===== config.mk =====
export PLATFORM = sky130hd
export DESIGN_NAME = dma_ch_xfer_ctrl_flat
export DESIGN_NICKNAME = d
export VERILOG_FILES = /design/src/rtl/dma_ch_xfer_ctrl_pkg.sv /design/src/rtl/dma_ch_xfer_ctrl_if.sv /design/src/rtl/dma_ch_xfer_ctrl_addr_step.sv /design/src/rtl/dma_ch_xfer_ctrl.sv /design/src/flat_wrapper.sv
export SDC_FILE = /design/constraint.sdc
export NUM_CORES = 1
export LEC_CHECK = 0
export CORE_ASPECT_RATIO = 0.75
export CORE_MARGIN = 3
export CORE_UTILIZATION = 30
export DETAILED_ROUTE_END_ITERATION = 12
export SYNTH_ARGS = -nofsm -noshare
export SYNTH_HDL_FRONTEND = slang
export SYNTH_SLANG_ARGS = --single-unit
export TNS_END_PERCENT = 50

===== constraint.sdc =====
create_clock -name clk -period 10.97 [get_ports clk]
set_input_delay 1.097 -clock clk [delete_from_list [all_inputs] [get_ports clk]]
set_output_delay 1.097 -clock clk [all_outputs]
set_load 0.05 [all_outputs]

===== src/rtl/dma_ch_xfer_ctrl_pkg.sv =====
// Shared definitions for the DMA channel transfer controller: channel state
// encoding and the largest legal beat size (log2 bytes).
package dma_pkg;

    typedef enum logic [2:0] {
        IDLE  = 3'd0,
        RUN   = 3'd1,
        PAUSE = 3'd2,
        DRAIN = 3'd3,
        DONE  = 3'd4,
        ERR   = 3'd5
    } chState_e;

    localparam logic [2:0] MAX_TRANSIZE = 3'd4;

endpackage


===== src/rtl/dma_ch_xfer_ctrl_if.sv =====
// Command, configuration, beat and status signals of one DMA channel.
// The master side is the channel controller; the slave side is whoever
// issues commands and accepts beats.
interface dma_ch_xfer_ctrl_if #(
    parameter int ADDR_W = 32,
    parameter int CNT_W  = 16
);
    logic              enable_cmd;
    logic              disable_cmd;
    logic              stop_cmd;
    logic              pause_cmd;
    logic              resume_cmd;
    logic [2:0]        transize;
    logic [CNT_W-1:0]  srcxsize;
    logic [ADDR_W-1:0] src_addr;
    logic [ADDR_W-1:0] des_addr;
    logic [CNT_W-1:0]  src_xaddr_inc;
    logic [CNT_W-1:0]  des_xaddr_inc;
    logic              bus_err;
    logic              beat_ready;
    logic              beat_valid;
    logic [ADDR_W-1:0] beat_src_addr;
    logic [ADDR_W-1:0] beat_des_addr;
    logic [2:0]        beat_size;
    logic              beat_last;
    logic [2:0]        ch_state;
    logic              stat_done;
    logic              stat_err;
    logic              stat_paused;

    modport master (
        input  enable_cmd, disable_cmd, stop_cmd, pause_cmd, resume_cmd,
        input  transize, srcxsize, src_addr, des_addr,
        input  src_xaddr_inc, des_xaddr_inc, bus_err, beat_ready,
        output beat_valid, beat_src_addr, beat_des_addr, beat_size, beat_last,
        output ch_state, stat_done, stat_err, stat_paused
    );

    modport slave (
        output enable_cmd, disable_cmd, stop_cmd, pause_cmd, resume_cmd,
        output transize, srcxsize, src_addr, des_addr,
        output src_xaddr_inc, des_xaddr_inc, bus_err, beat_ready,
        input  beat_valid, beat_src_addr, beat_des_addr, beat_size, beat_last,
        input  ch_state, stat_done, stat_err, stat_paused
    );

endinterface


===== src/rtl/dma_ch_xfer_ctrl_addr_step.sv =====
// Per-beat address advance: the signed increment (counted in beats) is
// sign-extended to the address width, scaled by the beat size and added,
// wrapping modulo 2^ADDR_W.
module dma_addr_step #(
    parameter int ADDR_W = 32,
    parameter int CNT_W  = 16
) (
    input  logic [ADDR_W-1:0] addr_i,
    input  logic [CNT_W-1:0]  inc_i,
    input  logic [2:0]        shift_i,
    output logic [ADDR_W-1:0] next_o
);

    logic [ADDR_W-1:0] incExt;

    assign incExt = ADDR_W'($signed(inc_i));
    assign next_o = addr_i + (incExt << shift_i);

endmodule


===== src/rtl/dma_ch_xfer_ctrl.sv =====
// DMA channel transfer controller: accepts channel commands, latches the
// transfer configuration and issues one address beat per handshake until
// the beat count is exhausted, an error occurs or the channel is stopped.
// Optional feature macro: DMA_CH_PAUSE_EN enables pause/resume support.
module dma_ch_xfer_ctrl
    import dma_pkg::*;
#(
    parameter int ADDR_W = 32,
    parameter int CNT_W  = 16
) (
    input  logic clk,
    input  logic rst,
    dma_ch_xfer_ctrl_if.master bus
);

    chState_e          state_q, state_d;
    logic [CNT_W-1:0]  remaining_q, remaining_d;
    logic [CNT_W-1:0]  srcInc_q, srcInc_d;
    logic [CNT_W-1:0]  desInc_q, desInc_d;
    logic [ADDR_W-1:0] srcAddr_q, srcAddr_d;
    logic [ADDR_W-1:0] desAddr_q, desAddr_d;
    logic [2:0]        size_q, size_d;
    logic              done_q, done_d;
    logic              err_q, err_d;
    logic              pausePend_q, pausePend_d;
    logic [ADDR_W-1:0] srcNext, desNext;
    logic              beatValid, handshake, haltCmd;
    logic              pauseCmd, resumeCmd;

`ifdef DMA_CH_PAUSE_EN
    assign pauseCmd    = bus.pause_cmd;
    assign resumeCmd   = bus.resume_cmd;
    assign bus.stat_paused = (state_q == PAUSE);
`else
    logic unusedPauseCmds;
    assign unusedPauseCmds = bus.pause_cmd ^ bus.resume_cmd;
    assign pauseCmd    = 1'b0;
    assign resumeCmd   = 1'b0;
    assign bus.stat_paused = 1'b0;
`endif

    dma_addr_step #(.ADDR_W(ADDR_W), .CNT_W(CNT_W)) uSrcStep (
        .addr_i (srcAddr_q),
        .inc_i  (srcInc_q),
        .shift_i(size_q),
        .next_o (srcNext)
    );

    dma_addr_step #(.ADDR_W(ADDR_W), .CNT_W(CNT_W)) uDesStep (
        .addr_i (desAddr_q),
        .inc_i  (desInc_q),
        .shift_i(size_q),
        .next_o (desNext)
    );

    assign beatValid = (state_q == RUN) || (state_q == DRAIN);
    assign handshake = beatValid && bus.beat_ready;
    assign haltCmd   = bus.disable_cmd || bus.stop_cmd;

    // Next-state and register updates; a pause request that arrives while a
    // beat is stalled is remembered until that beat is accepted.
    always_comb begin
        state_d     = state_q;
        remaining_d = remaining_q;
        srcInc_d    = srcInc_q;
        desInc_d    = desInc_q;
        srcAddr_d   = srcAddr_q;
        desAddr_d   = desAddr_q;
        size_d      = size_q;
        done_d      = done_q;
        err_d       = err_q;
        pausePend_d = pausePend_q;
        case (state_q)
            IDLE, DONE, ERR: begin
                if (bus.enable_cmd) begin
                    srcAddr_d   = bus.src_addr;
                    desAddr_d   = bus.des_addr;
                    size_d      = bus.transize;
                    srcInc_d    = bus.src_xaddr_inc;
                    desInc_d    = bus.des_xaddr_inc;
                    remaining_d = bus.srcxsize;
                    done_d      = 1'b0;
                    err_d       = 1'b0;
                    pausePend_d = 1'b0;
                    if (bus.transize > MAX_TRANSIZE) begin
                        state_d = ERR;
                        err_d   = 1'b1;
                    end else if (bus.srcxsize == '0) begin
                        state_d = DONE;
                        done_d  = 1'b1;
                    end else begin
                        state_d = RUN;
                    end
                end
            end
            RUN: begin
                if (bus.bus_err) begin
                    state_d     = ERR;
                    err_d       = 1'b1;
                    pausePend_d = 1'b0;
                end else if (haltCmd) begin
                    state_d     = handshake ? IDLE : DRAIN;
                    pausePend_d = 1'b0;
                end else if (handshake) begin
                    srcAddr_d   = srcNext;
                    desAddr_d   = desNext;
                    remaining_d = remaining_q - CNT_W'(1);
                    pausePend_d = 1'b0;
                    if (remaining_q == CNT_W'(1)) begin
                        state_d = DONE;
                        done_d  = 1'b1;
                    end else if (pauseCmd || pausePend_q) begin
                        state_d = PAUSE;
                    end
                end else if (pauseCmd) begin
                    pausePend_d = 1'b1;
                end else if (resumeCmd) begin
                    pausePend_d = 1'b0;
                end
            end
            PAUSE: begin
                if (bus.bus_err) begin
                    state_d = ERR;
                    err_d   = 1'b1;
                end else if (haltCmd) begin
                    state_d = IDLE;
                end else if (!pauseCmd && resumeCmd) begin
                    state_d = RUN;
                end
            end
            DRAIN: begin
                if (bus.bus_err) begin
                    state_d = ERR;
                    err_d   = 1'b1;
                end else if (handshake) begin
                    state_d = IDLE;
                end
            end
            default: begin
                state_d = IDLE;
            end
        endcase
    end

    // Channel registers, cleared asynchronously so a reset abandons any transfer.
    always_ff @(posedge clk or posedge rst) begin
        if (rst) begin
            state_q     <= IDLE;
            remaining_q <= '0;
            srcInc_q    <= '0;
            desInc_q    <= '0;
            srcAddr_q   <= '0;
            desAddr_q   <= '0;
            size_q      <= '0;
            done_q      <= 1'b0;
            err_q       <= 1'b0;
            pausePend_q <= 1'b0;
        end else begin
            state_q     <= state_d;
            remaining_q <= remaining_d;
            srcInc_q    <= srcInc_d;
            desInc_q    <= desInc_d;
            srcAddr_q   <= srcAddr_d;
            desAddr_q   <= desAddr_d;
            size_q      <= size_d;
            done_q      <= done_d;
            err_q       <= err_d;
            pausePend_q <= pausePend_d;
        end
    end

    assign bus.beat_valid    = beatValid;
    assign bus.beat_src_addr = srcAddr_q;
    assign bus.beat_des_addr = desAddr_q;
    assign bus.beat_size     = size_q;
    assign bus.beat_last     = beatValid && (remaining_q == CNT_W'(1));
    assign bus.ch_state      = state_q;
    assign bus.stat_done     = done_q;
    assign bus.stat_err      = err_q;

endmodule


===== src/flat_wrapper.sv =====
// flat-port wrapper written by rule: the top's interface ports become plain ports
module dma_ch_xfer_ctrl_flat import dma_pkg::*;
#(
    parameter int ADDR_W = 32,
    parameter int CNT_W  = 16
)
  (clk, rst, bus_enable_cmd, bus_disable_cmd, bus_stop_cmd, bus_pause_cmd, bus_resume_cmd, bus_transize, bus_srcxsize, bus_src_addr, bus_des_addr, bus_src_xaddr_inc, bus_des_xaddr_inc, bus_bus_err, bus_beat_ready, bus_beat_valid, bus_beat_src_addr, bus_beat_des_addr, bus_beat_size, bus_beat_last, bus_ch_state, bus_stat_done, bus_stat_err, bus_stat_paused);
  dma_ch_xfer_ctrl_if #(.ADDR_W(ADDR_W), .CNT_W(CNT_W)) bus_i ();
  input  logic clk;
  input  logic rst;
  input wire logic [$bits(bus_i.enable_cmd)-1:0] bus_enable_cmd;
  input wire logic [$bits(bus_i.disable_cmd)-1:0] bus_disable_cmd;
  input wire logic [$bits(bus_i.stop_cmd)-1:0] bus_stop_cmd;
  input wire logic [$bits(bus_i.pause_cmd)-1:0] bus_pause_cmd;
  input wire logic [$bits(bus_i.resume_cmd)-1:0] bus_resume_cmd;
  input wire logic [$bits(bus_i.transize)-1:0] bus_transize;
  input wire logic [$bits(bus_i.srcxsize)-1:0] bus_srcxsize;
  input wire logic [$bits(bus_i.src_addr)-1:0] bus_src_addr;
  input wire logic [$bits(bus_i.des_addr)-1:0] bus_des_addr;
  input wire logic [$bits(bus_i.src_xaddr_inc)-1:0] bus_src_xaddr_inc;
  input wire logic [$bits(bus_i.des_xaddr_inc)-1:0] bus_des_xaddr_inc;
  input wire logic [$bits(bus_i.bus_err)-1:0] bus_bus_err;
  input wire logic [$bits(bus_i.beat_ready)-1:0] bus_beat_ready;
  output wire logic [$bits(bus_i.beat_valid)-1:0] bus_beat_valid;
  output wire logic [$bits(bus_i.beat_src_addr)-1:0] bus_beat_src_addr;
  output wire logic [$bits(bus_i.beat_des_addr)-1:0] bus_beat_des_addr;
  output wire logic [$bits(bus_i.beat_size)-1:0] bus_beat_size;
  output wire logic [$bits(bus_i.beat_last)-1:0] bus_beat_last;
  output wire logic [$bits(bus_i.ch_state)-1:0] bus_ch_state;
  output wire logic [$bits(bus_i.stat_done)-1:0] bus_stat_done;
  output wire logic [$bits(bus_i.stat_err)-1:0] bus_stat_err;
  output wire logic [$bits(bus_i.stat_paused)-1:0] bus_stat_paused;
  assign bus_i.enable_cmd = bus_enable_cmd;
  assign bus_i.disable_cmd = bus_disable_cmd;
  assign bus_i.stop_cmd = bus_stop_cmd;
  assign bus_i.pause_cmd = bus_pause_cmd;
  assign bus_i.resume_cmd = bus_resume_cmd;
  assign bus_i.transize = bus_transize;
  assign bus_i.srcxsize = bus_srcxsize;
  assign bus_i.src_addr = bus_src_addr;
  assign bus_i.des_addr = bus_des_addr;
  assign bus_i.src_xaddr_inc = bus_src_xaddr_inc;
  assign bus_i.des_xaddr_inc = bus_des_xaddr_inc;
  assign bus_i.bus_err = bus_bus_err;
  assign bus_i.beat_ready = bus_beat_ready;
  assign bus_beat_valid = bus_i.beat_valid;
  assign bus_beat_src_addr = bus_i.beat_src_addr;
  assign bus_beat_des_addr = bus_i.beat_des_addr;
  assign bus_beat_size = bus_i.beat_size;
  assign bus_beat_last = bus_i.beat_last;
  assign bus_ch_state = bus_i.ch_state;
  assign bus_stat_done = bus_i.stat_done;
  assign bus_stat_err = bus_i.stat_err;
  assign bus_stat_paused = bus_i.stat_paused;
  dma_ch_xfer_ctrl #(.ADDR_W(ADDR_W), .CNT_W(CNT_W)) u_core (.clk(clk), .rst(rst), .bus(bus_i));
endmodule

==> flow_metrics.py, run 1 <==
metrics = {
    "cells_and_area": {
        "finalNetCount": 1558,
        "num-fill-cells": 3235,
        "final_layout_size_suffix_gt1_share_pct": 8.47,
        "commonest_cells_after_routing_fill_and_taps_aside": "clkdlybuf4s50_1, nand2_1, o21ai_0",
        "area_growth_syn_to_fin_pct": 30.7,
        "number_of_antenna_cells_inserted": 0,
        "finish.utilization_pct": 40.4,
        "most_common_library_cell_in_the_layout_ignoring_fill_and_taps": "clkdlybuf4s50_1",
    },
    "worst_setup_path": {
        "critPathArrivalTime_ns": 5.77,
        "crit_required_ns": 11.31,
        "critical_path_class": "flop to flop",
        "cp-start-kind": "flop",
        "timing.critical_path.to_type": "flop",
        "crit_path_max_fanout": 47,
    },
    "timing": {
        "fmaxAchievable_mhz": 184,
        "worst_slew_margin_rel_pct": 35.7,
        "totalNegativeSetupSlack_ns": 0,
        "timing.final.setup_violations": 0,
        "hold_ws_ns": 0.498,
        "hold_viol_final": 0,
        "rsz0062_at_grt": "no",
        "fin_worst_skew_ns": 0.0123,
        "timing_worst_slew_pin_value_ns": 0.956,
        "final_min_period_over_clock_period_pct": 49.5,
        "timing.final.crit_period_ns": 5.43,
        "timing.final.max_slew_violations": 0,
    },
    "yosys": {
        "async_flop_share_pct": 100,
        "synth_enable_flop_cells": 0,
        "synth_nets": 1400,
        "synth_seq_area_share_pct": 30.7,
        "synth_top_area_share_pct": 30.7,
        "netlist-cell-type-count": 69,
        "postSynthRegisterBits": 120,
        "post_synth.cell_area_avg_um2": 8.09,
        "synth_warnings": 0,
        "synthesis.area_mm2": 0.00979,
        "synth_ff_type": "dfrtp_1",
        "post_synth_inst_count": 1210,
        "synth_area_leader_cell": "dfrtp_1",
        "post_synth_main_area_contributors": "dfrtp_1, ha_1, o21ai_0",
    },
    "clock_tree": {
        "clk_pin_slew_worst_paths_ns": 0.06,
        "post_cts.repair.setup_buffers": 0,
        "clock_sinks": 120,
        "clock_tree.buffer_depth": 2,
        "cts.hold.buffers_added": 0,
        "clk-insertion-delay-late_ns": 0.43,
        "cts_buffer_count": 17,
        "cts-htree-levels": 4,
        "cts_tree": "built",
        "cts_resized": 0,
        "clk_root_buffer_cell": "clkbuf_16",
    },
    "grt": {
        "grt_antenna_before_repair": 0,
        "global_route.usage.total_pct": 18.5,
        "grt_overflow_total": 0,
        "grt_first_pass_wirelength_mm": 52.0,
        "grt_max_degree": 78,
        "first_global_vias": 9433,
    },
    "placed_design": {
        "place.detailed.hpwl_mm": 24.4,
        "place_congestion": 0.866,
        "numPortBuffers": 195,
    },
    "detailed_routing": {
        "routed_via_density": 5.33,
        "drt_first_iter_violations": 618,
        "dr.max_layer_used": "met4",
        "post_drt_wl_per_cell_um": 18.0,
        "detail_route.drc_violations": 0,
        "dr_total_vias": 9677,
        "wl_met3_mm": 1.68,
        "final_antenna_net_count": 0,
        "drt_first_pass_iters": 5,
        "met2_length_mm": 14.5,
        "route.layer.met1.wl_mm": 15.9,
        "detail_route.wirelength_mm": 32.6,
    },
    "floorplan": {
        "die-area_mm2": 0.0348,
        "floorplan_core_area_mm2": 0.0317,
        "ios": 199,
        "dieHeight_um": 162,
        "start_util_pct": 30.9,
        "chipWidth_um": 215,
        "num_rows": 56,
    },
    "flow_run": {
        "cap_viol_max_count": 0,
    },
    "status": {
        "status": "finished clean",
    },
    "min_path": {
        "min-delay-path-class": "flop to flop",
    },
}
## through the flow
step,area (um2),cells,worst slack [ns]
floorplan,9790,1210,6.59
global placement,12100,1784,5.86
detailed placement,12100,1784,5.84
CTS,12800,1816,5.73
global route,12800,1816,5.14
finish,12800,1816,5.54
## worst max-delay path, cell delays in order (launching register included)
cell	delay (ns)
dfrtp_1	0.32
buf_4	0.41
clkinv_1	0.71
nand2_1	0.53
o32ai_1	0.22
ha_1	0.45
o21ai_0	0.20
o21ai_0	0.23
o2111ai_1	0.25
a2111oi_0	0.72
o21ai_1	0.27
a31oi_1	0.46
a21boi_0	0.23
xnor2_1	0.17
o21ai_0	0.18
## Yosys cell counts, drive strengths merged (5+ instances only)
master  number
nor2       126
nand2b      10
or2          5
mux2i       29
inv         20
o211ai      16
o21ai      131
a21o        26
or3          5
xor2        17
and4         5
o31ai        5
nand2      131
a21oi      128
o22ai        9
nor2b        7
and3        16
buf          9
nand3       26
mux2        52
a31oi       25
o21a         9
ha          64
clkbuf      59
nand4        7
xnor2       29
nor3        26
dfrtp      120
a211oi      17
o21bai       9
nor4        10
## layout make-up
cell class              count  area (um2)  share of cell area [%]
well taps                 435         544                    4.26
flip-flops and latches    120        3000                    23.5
multi-input cells        1000        6470                    50.6
repair buffers            207        2040                    16.0
clock inverters            14         210                    1.64
inverters                  22        85.1                   0.665
clock buffers              18         439                    3.43
## layer usage
metal	track usage (%)	up-vias
li1	-	4762
met5	0	-
met3	3.82	28
met1	26.2	4611
met2	29.1	276
met4	4.62	0
## cells by family after synthesis
group                    synth area share, %
XOR/XNOR                                4.12
buffers and inverters                   3.50
AO/OA/AOI/OAI                           25.6
multiplexers                            9.41
other                                 0.0383
adder cells (fa/ha/maj)                 8.59
AND/OR/NAND/NOR                         18.1
flip-flops                              30.7
## registers in the layout (all words and copies together) (netlist names)
name / cells
u_core.srcInc_q: 16
u_core.desInc_q: 16
u_core.bus.beat_src_addr: 32
u_core.bus.beat_des_addr: 32
u_core.bus.beat_size: 3
u_core.remaining_q: 16
u_core.bus.stat_err: 1
u_core.bus.stat_done: 1
u_core.bus.ch_state: 3
## final timing paths
check | startpoint | end | slack [ns] | cells after the start
worst max register to register | u_core.bus.beat_size[1] | u_core.bus.beat_src_addr[26] | 5.54 | 14
min in group asynchronous | rst | u_core.bus.beat_des_addr[4] | 1.12 | 2
worst min-delay path | u_core.remaining_q[15] | u_core.remaining_q[15] | 0.50 | 2
max in group asynchronous | rst | u_core.bus.beat_src_addr[18] | 8.50 | 3
worst max-delay path | u_core.bus.beat_size[1] | u_core.bus.beat_src_addr[26] | 5.54 | 14
worst min register to register | u_core.remaining_q[15] | u_core.remaining_q[15] | 0.50 | 2
Power of run 1 is left out: the tool's default activity adds up to more than one toggle a clock period on the data nets, which glitch-free logic cannot reach.
==> inputs of run 2 (changes only) <==
==> constraint.sdc (replaced) <==
create_clock -name clk -period 4.5 [get_ports clk]
set_input_delay 0.45 -clock clk [delete_from_list [all_inputs] [get_ports clk]]
set_output_delay 0.45 -clock clk [all_outputs]
set_load 0.05 [all_outputs]
==> run 2 against run 1 <==
  * Count of clock-buffer cells in the layout rose by 1
  * Via count is 0.20% lower
  * Global-route usage fell by 0.14 points
  * Routed wire length is 1.0% lower
  * Hold slack worse by 0.012 ns
  * Die area unchanged
  * Setup slack got worse by 5.2 ns
  * Core utilization up 0.25 points
  * Cell area rose by 0.62%
==> flow_metrics.py, run 2 (synthesized netlist as in run 1, its figures left out) <==
metrics = {
    "floorplan": {
        "num_rows": 56,
        "dieHeight_um": 162,
        "start_util_pct": 30.9,
        "chipWidth_um": 215,
        "floorplan_core_area_mm2": 0.0317,
        "die-area_mm2": 0.0348,
        "ios": 199,
    },
    "worst_setup_path": {
        "timing.critical_path.to_type": "flop",
        "cp-start-kind": "flop",
        "crit_reg_reg_endpoint": "u_core.bus.beat_des_addr[26]",
        "critical_path_class": "flop to flop",
        "crit-reg2reg-launch": "u_core.bus.beat_size[0]",
        "worstSetupEndpoint": "u_core.bus.beat_des_addr[26]",
        "worst-r2r-setup-slack_ns": 0.38,
        "worst-r2r-cell-count": 14,
        "crit_required_ns": 4.82,
        "crit_path_max_fanout": 18,
        "setup.worst_path.start": "u_core.bus.beat_size[0]",
        "critPathArrivalTime_ns": 4.43,
    },
    "clock_tree": {
        "cts_buffer_count": 17,
        "cts_tree": "built",
        "post_cts.repair.setup_buffers": 0,
        "clk-insertion-delay-late_ns": 0.43,
        "clock_sinks": 120,
        "cts.hold.buffers_added": 0,
        "clock_tree.buffer_depth": 2,
        "clk_pin_slew_worst_paths_ns": 0.06,
        "cts_resized": 0,
        "cts-htree-levels": 4,
        "clk_root_buffer_cell": "clkbuf_16",
    },
    "cells_and_area": {
        "final_layout_size_suffix_gt1_share_pct": 8.86,
        "area_growth_syn_to_fin_pct": 31.5,
        "num-fill-cells": 3230,
        "number_of_antenna_cells_inserted": 0,
        "most_common_library_cell_in_the_layout_ignoring_fill_and_taps": "clkdlybuf4s50_1",
        "commonest_cells_after_routing_fill_and_taps_aside": "clkdlybuf4s50_1, nand2_1, o21ai_0",
        "finalNetCount": 1566,
        "multi_input_comb_area_mm2": 0.00647,
        "register_area_mm2": 0.00300,
    },
    "detailed_routing": {
        "drt_first_pass_iters": 5,
        "routed_via_density": 5.30,
        "post_drt_wl_per_cell_um": 17.7,
        "detail_route.wirelength_mm": 32.3,
        "final_antenna_net_count": 0,
        "detail_route.drc_violations": 0,
        "dr_total_vias": 9658,
        "drt_first_iter_violations": 724,
    },
    "grt": {
        "grt_antenna_before_repair": 1,
        "grt_overflow_total": 0,
        "first_global_vias": 9118,
        "grt_first_pass_wirelength_mm": 51.3,
        "grt_max_degree": 78,
        "global_route.usage.total_pct": 18.4,
    },
    "timing": {
        "timing.final.max_slew_violations": 0,
        "hold_viol_final": 0,
        "rsz0062_at_grt": "no",
        "fmaxAchievable_mhz": 243,
        "timing.final.crit_period_ns": 4.12,
        "totalNegativeSetupSlack_ns": 0,
        "worst_slew_margin_rel_pct": 29.4,
        "fin_worst_skew_ns": 0.00713,
        "timing.final.setup_violations": 0,
        "timing_worst_slew_pin_value_ns": 1.05,
        "final_min_period_over_clock_period_pct": 91.5,
    },
    "flow_run": {
        "cap_viol_max_count": 0,
    },
    "placed_design": {
        "place_congestion": 0.880,
        "place.detailed.hpwl_mm": 24.6,
        "numPortBuffers": 195,
    },
    "status": {
        "status": "finished clean",
    },
    "min_path": {
        "min-delay-path-class": "flop to flop",
    },
}
[run 2: cell count changes in the layout (fill, tap and decap cells not counted), sizes merged]
| cell | delta |
|---|---|
| clkbuf | +1 |
| clkinvlp | +3 |
| buf | +8 |
| inv | -7 |
| clkinv | +1 |
| bufinv | +1 |
[run 2: critical path, cell delays in order (launching register included)]
cell	delay, ns
dfrtp_1	0.34
buf_4	0.25
mux2_2	0.38
o21ai_0	0.21
o22ai_1	0.14
ha_1	0.36
a21o_1	0.18
a221oi_1	0.52
and4_1	0.30
o21ai_0	0.24
a31oi_1	0.45
o211ai_1	0.16
a211oi_1	0.25
o31ai_1	0.10
o21a_1	0.13
[run 2: area by class of cell]
cell class | count | share of cell area [%]
clock buffers | 19 | 3.44
clock inverters | 12 | 1.56
inverters | 22 | 0.661
multi-input cells | 1000 | 50.2
flip-flops and latches | 120 | 23.3
well taps | 435 | 4.23
repair buffers | 215 | 16.5
[run 2: worst min-delay path by stage]
stage	slack [ns]	to	cells after the start	from
4_1_cts	0.49	u_core.bus.stat_done	1	u_core.bus.stat_done
3_5_place_dp	0.48	u_core.bus.stat_done	1	u_core.bus.stat_done
2_1_floorplan	0.45	u_core.remaining_q[15]	2	u_core.remaining_q[15]
3_3_place_gp	0.47	u_core.remaining_q[15]	2	u_core.remaining_q[15]
6_report	0.49	u_core.bus.stat_done	1	u_core.bus.stat_done
5_1_grt	0.53	u_core.remaining_q[15]	2	u_core.remaining_q[15]
[run 2: through the flow]
step           std cells  worst slack (ns)  hold WS, ns  area (um2)  utilization [%]
2_1_floorplan       1210             0.122        0.450        9790                -
3_3_place_gp        1792             0.450        0.468       12200             38.6
3_5_place_dp        1792             0.390        0.480       12200             38.6
4_1_cts             1823             0.386        0.494       12900             40.6
5_1_grt             1823            0.0176        0.532       12900             40.6
6_report            1823             0.382        0.486       12900             40.6
[run 2: metal layers]
| layer | vias up | track usage [%] | part of all wire, % |
|---|---|---|---|
| li1 | 4781 | - | - |
| met4 | 0 | 2.72 | 0.49 |
| met3 | 11 | 3.51 | 5.7 |
| met1 | 4610 | 26.9 | 49 |
| met5 | - | 0 | 0 |
| met2 | 256 | 28.9 | 45 |
Power of run 2 is left out for the same reason.
